## src/rtl/mod_pkg.sv

```systemverilog
`default_nettype none
// +------------------------------------------------------------------------+
// | Package    : mod_pkg                                                   |
// | Description: Shared types and constants for the modular reduction      |
// |              block: FSM state encoding, default operand widths and     |
// |              the shift-counter width helper.                           |
// | Ports      : none                                                      |
// | Revision   : 1.0 - initial release                                     |
// +------------------------------------------------------------------------+
package mod_pkg;

  localparam int DW_DEFAULT = 256;
  localparam int MW_DEFAULT = 128;

  typedef enum logic [1:0] {
    ST_IDLE   = 2'd0,
    ST_ALIGN  = 2'd1,
    ST_REDUCE = 2'd2,
    ST_DONE   = 2'd3
  } state_e;

  // Bits needed to hold values 0..value-1; called as clog2(DW+1) so the
  // shift counter can reach DW.
  function automatic int clog2(input int value);
    int res;
    res = 0;
    for (int v = value - 1; v > 0; v = v >> 1) begin
      res = res + 1;
    end
    return res;
  endfunction

endpackage
`default_nettype wire

```

## src/rtl/mod_reduce_if.sv

```systemverilog
`default_nettype none
// +------------------------------------------------------------------------+
// | Interface  : mod_reduce_if                                             |
// | Description: Request/result bundle of the modular reduction block.     |
// | Signals    : start, abort, y[DW], x[MW]  - requester to block          |
// |              ready, done, r[MW], err     - block to requester          |
// |              q[DW] (MOD_REDUCE_QUOTIENT_EN only) - quotient            |
// | Modports   : master (requester), slave (mod_reduce)                    |
// | Revision   : 1.0 - initial release                                     |
// +------------------------------------------------------------------------+
interface mod_reduce_if
  import mod_pkg::*;
#(
  parameter int DW = DW_DEFAULT,
  parameter int MW = MW_DEFAULT
) ();

  logic          start;
  logic          abort;
  logic [DW-1:0] y;
  logic [MW-1:0] x;
  logic          ready;
  logic          done;
  logic [MW-1:0] r;
  logic          err;
`ifdef MOD_REDUCE_QUOTIENT_EN
  logic [DW-1:0] q;

  modport master (output start, abort, y, x, input ready, done, r, err, q);
  modport slave  (input start, abort, y, x, output ready, done, r, err, q);
`else
  modport master (output start, abort, y, x, input ready, done, r, err);
  modport slave  (input start, abort, y, x, output ready, done, r, err);
`endif

endinterface
`default_nettype wire

```

## src/rtl/mod_cmp_sub.sv

```systemverilog
`default_nettype none
// +------------------------------------------------------------------------+
// | Module     : mod_cmp_sub                                               |
// | Description: Single-subtractor compare/subtract. ge = (a >= b) is the  |
// |              inverted borrow of a - b, so one carry chain gives both.  |
// | Ports      : a, b [W]  operands                                        |
// |              ge        a >= b (unsigned)                               |
// |              diff [W]  a - b (meaningful when ge=1)                    |
// | Revision   : 1.0 - initial release                                     |
// +------------------------------------------------------------------------+
module mod_cmp_sub
  import mod_pkg::*;
#(
  parameter int W = DW_DEFAULT + 1
) (
  input  logic [W-1:0] a,
  input  logic [W-1:0] b,
  output logic         ge,
  output logic [W-1:0] diff
);

  logic [W:0] full;

  assign full = {1'b0, a} - {1'b0, b};
  assign ge   = ~full[W];
  assign diff = full[W-1:0];

endmodule
`default_nettype wire

```

## src/rtl/mod_reduce.sv

```systemverilog
`default_nettype none
// +------------------------------------------------------------------------+
// | Module     : mod_reduce                                                |
// | Description: Computes r = y mod x by shift-and-subtract. ALIGN doubles |
// |              the modulus P until P >= Yr, counting shifts in K; REDUCE |
// |              then subtracts and halves P for K+1 cycles.               |
// | Ports      : clk     clock, rising edge                                |
// |              rst_n   asynchronous active-low reset                     |
// |              bus     mod_reduce_if.slave (start/abort/y/x in,          |
// |                      ready/done/r/err[/q] out)                         |
// | Config     : MOD_REDUCE_QUOTIENT_EN adds quotient output q             |
// | Revision   : 1.0 - initial release                                     |
// +------------------------------------------------------------------------+
module mod_reduce
  import mod_pkg::*;
#(
  parameter int DW = DW_DEFAULT,
  parameter int MW = MW_DEFAULT
) (
  input  logic          clk,
  input  logic          rst_n,
  mod_reduce_if.slave   bus
);

  localparam int PW = DW + 1;
  localparam int KW = clog2(DW + 1);

  state_e        state_q, state_d;
  logic [DW-1:0] yr_q, yr_d;
  logic [PW-1:0] p_q, p_d;
  logic [KW-1:0] k_q, k_d;
  logic [MW-1:0] r_q, r_d;
  logic          err_q, err_d;
`ifdef MOD_REDUCE_QUOTIENT_EN
  logic [DW-1:0] q_q, q_d;
`endif

  logic [PW-1:0] cmp_a, cmp_b, cmp_diff;
  logic          cmp_ge;
  logic          diff_msb_unused;

  // ALIGN asks "P >= Yr?", REDUCE asks "Yr >= P?" - one shared subtractor.
  assign cmp_a = (state_q == ST_ALIGN) ? p_q : {1'b0, yr_q};
  assign cmp_b = (state_q == ST_ALIGN) ? {1'b0, yr_q} : p_q;

  mod_cmp_sub #(.W(PW)) u_cmp_sub (
    .a    (cmp_a),
    .b    (cmp_b),
    .ge   (cmp_ge),
    .diff (cmp_diff)
  );

  // A taken subtract in REDUCE always has Yr >= P, so the result fits DW bits.
  assign diff_msb_unused = cmp_diff[PW-1];

  always_comb begin
    state_d = state_q;
    yr_d    = yr_q;
    p_d     = p_q;
    k_d     = k_q;
    r_d     = r_q;
    err_d   = err_q;
`ifdef MOD_REDUCE_QUOTIENT_EN
    q_d     = q_q;
`endif
    case (state_q)
      ST_IDLE: begin
        if (bus.start) begin
          state_d = ST_ALIGN;
          yr_d    = bus.y;
          p_d     = {{(PW-MW){1'b0}}, bus.x};
          k_d     = '0;
          r_d     = '0;
          err_d   = 1'b0;
`ifdef MOD_REDUCE_QUOTIENT_EN
          q_d     = '0;
`endif
        end
      end
      ST_ALIGN: begin
        if (bus.abort) begin
          state_d = ST_IDLE;
          k_d     = '0;
          r_d     = '0;
          err_d   = 1'b0;
`ifdef MOD_REDUCE_QUOTIENT_EN
          q_d     = '0;
`endif
        end else if (p_q == '0) begin
          // Zero modulus would shift forever; flag it and finish.
          state_d = ST_DONE;
          err_d   = 1'b1;
          r_d     = '0;
        end else if (!cmp_ge) begin
          p_d = p_q << 1;
          k_d = k_q + KW'(1);
        end else begin
          state_d = ST_REDUCE;
        end
      end
      ST_REDUCE: begin
        if (bus.abort) begin
          state_d = ST_IDLE;
          k_d     = '0;
          r_d     = '0;
          err_d   = 1'b0;
`ifdef MOD_REDUCE_QUOTIENT_EN
          q_d     = '0;
`endif
        end else begin
          if (cmp_ge) begin
            yr_d = cmp_diff[DW-1:0];
          end
          p_d = p_q >> 1;
`ifdef MOD_REDUCE_QUOTIENT_EN
          q_d = {q_q[DW-2:0], cmp_ge};
`endif
          if (k_q == '0) begin
            state_d = ST_DONE;
            r_d     = cmp_ge ? cmp_diff[MW-1:0] : yr_q[MW-1:0];
          end else begin
            k_d = k_q - KW'(1);
          end
        end
      end
      ST_DONE: begin
        state_d = ST_IDLE;
      end
      default: begin
        state_d = ST_IDLE;
      end
    endcase
  end

  always_ff @(posedge clk or negedge rst_n) begin
    if (!rst_n) begin
      state_q <= ST_IDLE;
      yr_q    <= '0;
      p_q     <= '0;
      k_q     <= '0;
      r_q     <= '0;
      err_q   <= 1'b0;
`ifdef MOD_REDUCE_QUOTIENT_EN
      q_q     <= '0;
`endif
    end else begin
      state_q <= state_d;
      yr_q    <= yr_d;
      p_q     <= p_d;
      k_q     <= k_d;
      r_q     <= r_d;
      err_q   <= err_d;
`ifdef MOD_REDUCE_QUOTIENT_EN
      q_q     <= q_d;
`endif
    end
  end

  assign bus.ready = (state_q == ST_IDLE);
  assign bus.done  = (state_q == ST_DONE);
  assign bus.r     = r_q;
  assign bus.err   = err_q;
`ifdef MOD_REDUCE_QUOTIENT_EN
  assign bus.q     = q_q;
`endif

endmodule
`default_nettype wire

```

## src/flat_wrapper.sv

```systemverilog
// flat-port wrapper written by rule: the top's interface ports become plain ports
module mod_reduce_flat import mod_pkg::*;
#(
  parameter int DW = DW_DEFAULT,
  parameter int MW = MW_DEFAULT
)
  (clk, rst_n, bus_start, bus_abort, bus_y, bus_x, bus_ready, bus_done, bus_r, bus_err);
  mod_reduce_if #(.DW(DW), .MW(MW)) bus_i ();
  input  logic clk;
  input  logic rst_n;
  input wire logic [$bits(bus_i.start)-1:0] bus_start;
  input wire logic [$bits(bus_i.abort)-1:0] bus_abort;
  input wire logic [$bits(bus_i.y)-1:0] bus_y;
  input wire logic [$bits(bus_i.x)-1:0] bus_x;
  output wire logic [$bits(bus_i.ready)-1:0] bus_ready;
  output wire logic [$bits(bus_i.done)-1:0] bus_done;
  output wire logic [$bits(bus_i.r)-1:0] bus_r;
  output wire logic [$bits(bus_i.err)-1:0] bus_err;
  assign bus_i.start = bus_start;
  assign bus_i.abort = bus_abort;
  assign bus_i.y = bus_y;
  assign bus_i.x = bus_x;
  assign bus_ready = bus_i.ready;
  assign bus_done = bus_i.done;
  assign bus_r = bus_i.r;
  assign bus_err = bus_i.err;
  mod_reduce #(.DW(DW), .MW(MW)) u_core (.clk(clk), .rst_n(rst_n), .bus(bus_i));
endmodule
```

## config.mk

```make
export PLATFORM = sky130hd
export DESIGN_NAME = mod_reduce_flat
export DESIGN_NICKNAME = d
export VERILOG_FILES = /design/src/rtl/mod_pkg.sv /design/src/rtl/mod_reduce_if.sv /design/src/rtl/mod_cmp_sub.sv /design/src/rtl/mod_reduce.sv /design/src/flat_wrapper.sv
export SDC_FILE = /design/constraint.sdc
export NUM_CORES = 2
export LEC_CHECK = 0
export BUFFER_PORTS_ARGS = -buffer_cell sky130_fd_sc_hd__buf_2
export CORE_MARGIN = 10
export CORE_UTILIZATION = 39
export CTS_CLUSTER_DIAMETER = 80
export DETAILED_ROUTE_END_ITERATION = 7
export SLEW_MARGIN = 20
export SYNTH_ARGS = -nofsm -noshare
export SYNTH_HDL_FRONTEND = slang
export SYNTH_HIERARCHICAL = 1
export SYNTH_SLANG_ARGS = --single-unit
```

## constraint.sdc

```tcl
create_clock -name clk -period 8.64 [get_ports clk]
set_clock_uncertainty 0.2 [all_clocks]
set_input_delay 1.296 -clock clk [delete_from_list [all_inputs] [get_ports clk]]
set_output_delay 1.296 -clock clk [all_outputs]
set_load 0.005 [all_outputs]
```

# Word level (Yosys, flattened, before mapping)
# Index checks and enable logic that the tools add are counted.
# classes
eq_ne,16
addsub,3
n_reduce_logical,11
mul,0
div,0
n_shift,0
mux,38
n_bitwise,0
n_lt_le_gt_ge,0
# op_table
op,n
$mux 257,7
$pmux 257 s3,1
$mux 128,6
$mux 256,3
$pmux 256 s2,1
$pmux 128 s3,1
$sub 257x257->258,1
$logic_not 257->1,1
$mux 9,6
$pmux 9 s3,1
$ne 2x2->1 const B,7
$mux 2,6
$ne 3x3->1 const B,4
$reduce_and 4->1,3
$add 9x1->9 const B,1
$logic_not 9->1,1
$sub 9x1->9 const B,1
$pmux 2 s4,1
$reduce_and 6->1,1
$reduce_and 5->1,1
$eq 2x2->1 const B,2
$mux 1,4
$ne 4x4->1 const B,1
$ne 3x2->1 const B,1
other kinds (6),6
# totals
latchBits,0
in_bits,388
ramBits,0
reg_bits,653
mem_bits_ro,0
n_memories,0

# Logic depth before layout (Yosys ltp)
# depth
depth_word,7
depth_mapped,30

# Modules after synthesis
# The synthesis kept the hierarchy.
# modules_own_cells
mod,cells_each,area_per_inst_um2,n_inst,seq_area_each_um2
mod_reduce,3605,38966.1,1,16340.7
mod_cmp_sub,3524,21280.4,1,0.0

# Worst setup path before layout
# No wires, ideal clock.
# synth_path
path_type,register to register
from,register u_core.state_q[1]
to,register u_core.r_q[107] (netlist: u_core/bus.r[107])
period_less_slack_ns,6.675
t_required_ns,8.315
stages_incl_launch_ff,28
path_buffers,8
setup_time_ns,0.125
slack_ns,1.965
arrival_ns,6.350
cell_sequence,dfrtp_1 inv_1 ha_1 clkbuf_1 clkbuf_1 clkbuf_1 clkbuf_1 mux2_2 ha_1 clkbuf_1 nand2_1 nor2_1 nand2_1 nor4_1 nand4_1 a21o_1 a31oi_1 nand2b_1 a221oi_1 o31ai_2 a21oi_1 o21ai_0 clkbuf_1 clkbuf_1 buf_1 mux2i_1 nor2_1 mux2_2
# synth_via
elab_chain_cells,7
# synth_lines
item,line_no,source
from (decl),mod_reduce.sv:28,"state_e state_q, state_d;"
from (signal assigned),mod_reduce.sv:147,state_q <= state_d;
$eq 2x1->1,mod_reduce.sv:43,"assign cmp_a = (state_q == ST_ALIGN) ? p_q : {1'b0, yr_q};"
$mux 257,mod_reduce.sv:43,
via u_core.cmp_a[123],mod_reduce.sv:38,"logic [PW-1:0] cmp_a, cmp_b, cmp_diff;"
$sub 257x257->258,mod_cmp_sub.sv:24,"assign full = {1'b0, a} - {1'b0, b};"
$mux 128,mod_reduce.sv:120,r_d = cmp_ge ? cmp_diff[MW-1:0] : yr_q[MW-1:0];
$mux 128,mod_reduce.sv:118,if (k_q == '0) begin
$mux 128,mod_reduce.sv:102,if (bus.abort) begin
$pmux 128 s3,mod_reduce.sv:66,case (state_q)
to (signal assigned),mod_reduce.sv:151,r_q <= r_d;
to (decl),mod_reduce.sv:32,"logic [MW-1:0] r_q, r_d;"
# The timed path passes the listed nets, and every way through them passes these cells. The select of a mux whose other input is x is not followed.
# A chain may end at the register's enable or synchronous reset.

# Worst setup path after layout
# layout_path
from,register u_core.state_q[1]
to,register u_core.p_q[101]
# layout_via
elab_chain_cells,5
# layout_lines
item,line_no,source
$eq 2x1->1,mod_reduce.sv:44,"assign cmp_b = (state_q == ST_ALIGN) ? {1'b0, yr_q} : p_q;"
$mux 257,mod_reduce.sv:44,
via u_core.cmp_b[48],mod_reduce.sv:38,
$sub 257x257->258,mod_cmp_sub.sv:24,
$ne 2x2->1 (no line),--,
$reduce_and 6->1 (no line),--,
to (signal assigned),mod_reduce.sv:149,p_q <= p_d;
to (decl),mod_reduce.sv:30,"logic [PW-1:0] p_q, p_d;"
# The timed path passes the listed nets, and every way through them passes these cells.

==> metrics.md <==
| Metric | Value |
|---|---|
| Status | `finished, final reports clean` |
| First-pass GRT wire length | `about 370000 µm` |
| CTS Sinks | `653` |
| CTS buffer count | `85` |
| Clock slew at reported path FFs | `0.06 ns` |
| Worst Path Buf+Inv | `6` |
| Initial antenna violation count | `1` |
| Final setup violating endpoints | `0` |
| Setup repair after global routing missed its margin | `no` |
| Post-route antenna net violation count | `0` |
| Core area | `0.154 mm²` |
| Max_cap viols | `0` |
| Area Overhead vs Synth | `12.7%` |
| Global route overflow | `0` |
| Rel. slew slack | `between 10% and 20%` |
| CP max FO | `94` |
| Minimum clock period | `around 8 ns` |
| Die outline height | `413 µm` |
| Design Area, Final | `0.0678 mm²` |
| Worst skew pair latency | `just over 0.7 ns` |
| Total wire length | `252000 µm` |
| Io pins | `a little over 500` |
| R2R depth | `25` |
| Arr. time, crit path | `8.37 ns` |
| Final hold violation count | `0` |
| WS Path Type | `reg2reg` |
| CP Capture Point | `u_core/p_q[101]` |
| Die span in x | `413 µm` |
| DR pass1 iterations | `6` |
| Row count | `~140` |
| Placed inst area | `about 0.065 mm²` |
| Port-buffer cells | `roughly 520` |
| Wire per inst | `26.5 µm` |
| Critical path capture point type | `flip-flop` |
| Critical Path RT | `9.03 ns` |
| HP Class | `reg2reg` |
| Crit share post-route | `92.4%` |
| R2R setup slack | `0.66 ns` |
| Nets | `8060` |
| Crit start category | `flip-flop` |
| Vias/cell | `approximately 6.0` |
| Maximum clock rate | `125 MHz` |
| Initial DRC Count | `5271` |
| Bufs on Longest Clock Path | `3` |
| Delay-heaviest family, CP | `compound AO/OA/AOI/OAI gates` |
| Filler cells | `15.4k` |
| Largest net degree at the start of global routing | `roughly 190` |
| CTS tree | `done` |
| Vias | `57.3k` |
| Cts-stage hold buffer count | `0` |
| Worst Max-Slew Pin Slew | `1.26 ns` |
| Crit path launch | `u_core/state_q[1]` |
| Initial Utilization | `39.1%` |
| Hold slack | `0.297 ns` |
| H-tree levels | `3` |
| Setup TNS | `0 ns` |
| Yosys warns | `6` |
| Cells after synthesis | `7112` |
| Crit path largest cell delay | `0.57 ns` |
| Net Count, Synth | `between 7k and 8k` |
| Worst R2R End | `u_core/p_q[101]` |
| CP Depth | `25` |
| Max-slew violations | `0` |
| Post-cts repair resize count | `0` |
| Total GRT Usage | `28.2%` |
| Hpwl dp | `around 200000 µm` |
| Post-CTS Setup Bufs | `0` |
| Synth Area per Inst | `~8.5 µm²` |
| Vias in the first global route | `55.4k` |
| Die Area | `0.170 mm²` |
| CP max-delay cell | `a221oi_1` |
| Fraction of final layout cells sized beyond drive strength 1 | `24.1%` |
| Util after Layout | `44.1%` |
| Root Driver | `clkbuf_16` |
| DRC Markers | `0` |
| Syn Std Cell Area | `0.0601 mm²` |
| Reg-to-Reg Start | `u_core/state_q[1]` |
| Placer congestion estimate | `1.00` |
[cells in the final DEF, fill, tap and decap left out, types with 52 or more instances in the layout]
cell       instances
mux2_2           897
a21oi_1          883
nor2_1           813
dfrtp_1          653
buf_2            517
nand2_1          426
mux2i_1          392
inv_1            349
o21ai_0          329
ha_1             261
nand4_1          167
xnor2_1          140
a22oi_1          130
a21o_1           129
a22o_1           128
xor2_1           113
buf_4            110
nor4_1           102
clkbuf_16         85
o21bai_1          82
nor3_1            81
nand3_1           62
o21a_1            52
[sequential cells by signal, summed over array words and instances, names as in the netlist]
signal / flops
u_core/p_q: 257
u_core/yr_q: 256
u_core/bus.r: 128
u_core/k_q: 9
u_core/state_q: 2
u_core/bus.err: 1
[per-stage QoR]
stage,setup WS [ns],cells
finish,0.660,9519
global route,0.257,9516
CTS,0.783,9515
floorplan,1.96,7112
global placement,0.920,9363
detailed placement,0.873,9363
[how the worst min path moves through the flow]
stage,cells past startpoint,slack (ns),to,startpoint
final,1,0.30,u_core/bus.r[27],u_core/bus.r[27]
after global routing,1,0.31,u_core/bus.r[7],u_core/bus.r[7]
after CTS,1,0.30,u_core/bus.r[69],u_core/bus.r[69]
after detailed placement,1,0.29,u_core/bus.r[59],u_core/bus.r[59]
after global placement,1,0.28,u_core/bus.r[22],u_core/bus.r[22]
after floorplan,1,0.30,u_core/bus.r[0],u_core/bus.r[0]
[final cells by class]
class                           instances  area [µm²]  area share [%]
Antenna cell                            3        7.51          0.0111
Inverter                              349        1310            1.93
Sequential cell                       653       16300            24.1
Multi-Input combinational cell       5650       40600            59.8
Clock buffer                          117        2410            3.55
Timing Repair Buffer                  668        4220            6.23
Tap cell                             2044        2560            3.77
Clock inverter                         35         403           0.594
[metal layers]
metal	wire length (µm)	track usage, %	vias up
met5	0	0	-
met4	7610	8.36	0
met3	17300	4.76	289
met2	110000	43.6	1983
met1	116000	40.1	28400
li1	-	-	26500
[worst reg2reg max path, stage by stage (launching register included)]
cell,delay [ns]
dfrtp_1,0.42
inv_1,0.18
ha_4,0.40
buf_4,0.54
mux2_2,0.41
inv_1,0.06
ha_1,0.29
a21oi_1,0.28
o21ai_0,0.29
a2111oi_0,0.45
o21ai_0,0.24
a31oi_1,0.48
a21o_1,0.30
a31oi_1,0.12
buf_4,0.14
nand2b_1,0.25
a221oi_1,0.57
o31ai_2,0.15
a21oi_1,0.40
o21ai_4,0.13
buf_12,0.15
nor2_1,0.08
nand2_1,0.09
o21ai_4,0.23
buf_12,0.40
mux2_2,0.61
Power is left out: the tool's default activity adds up to more than one toggle a clock period on the data nets, which glitch-free logic cannot reach.
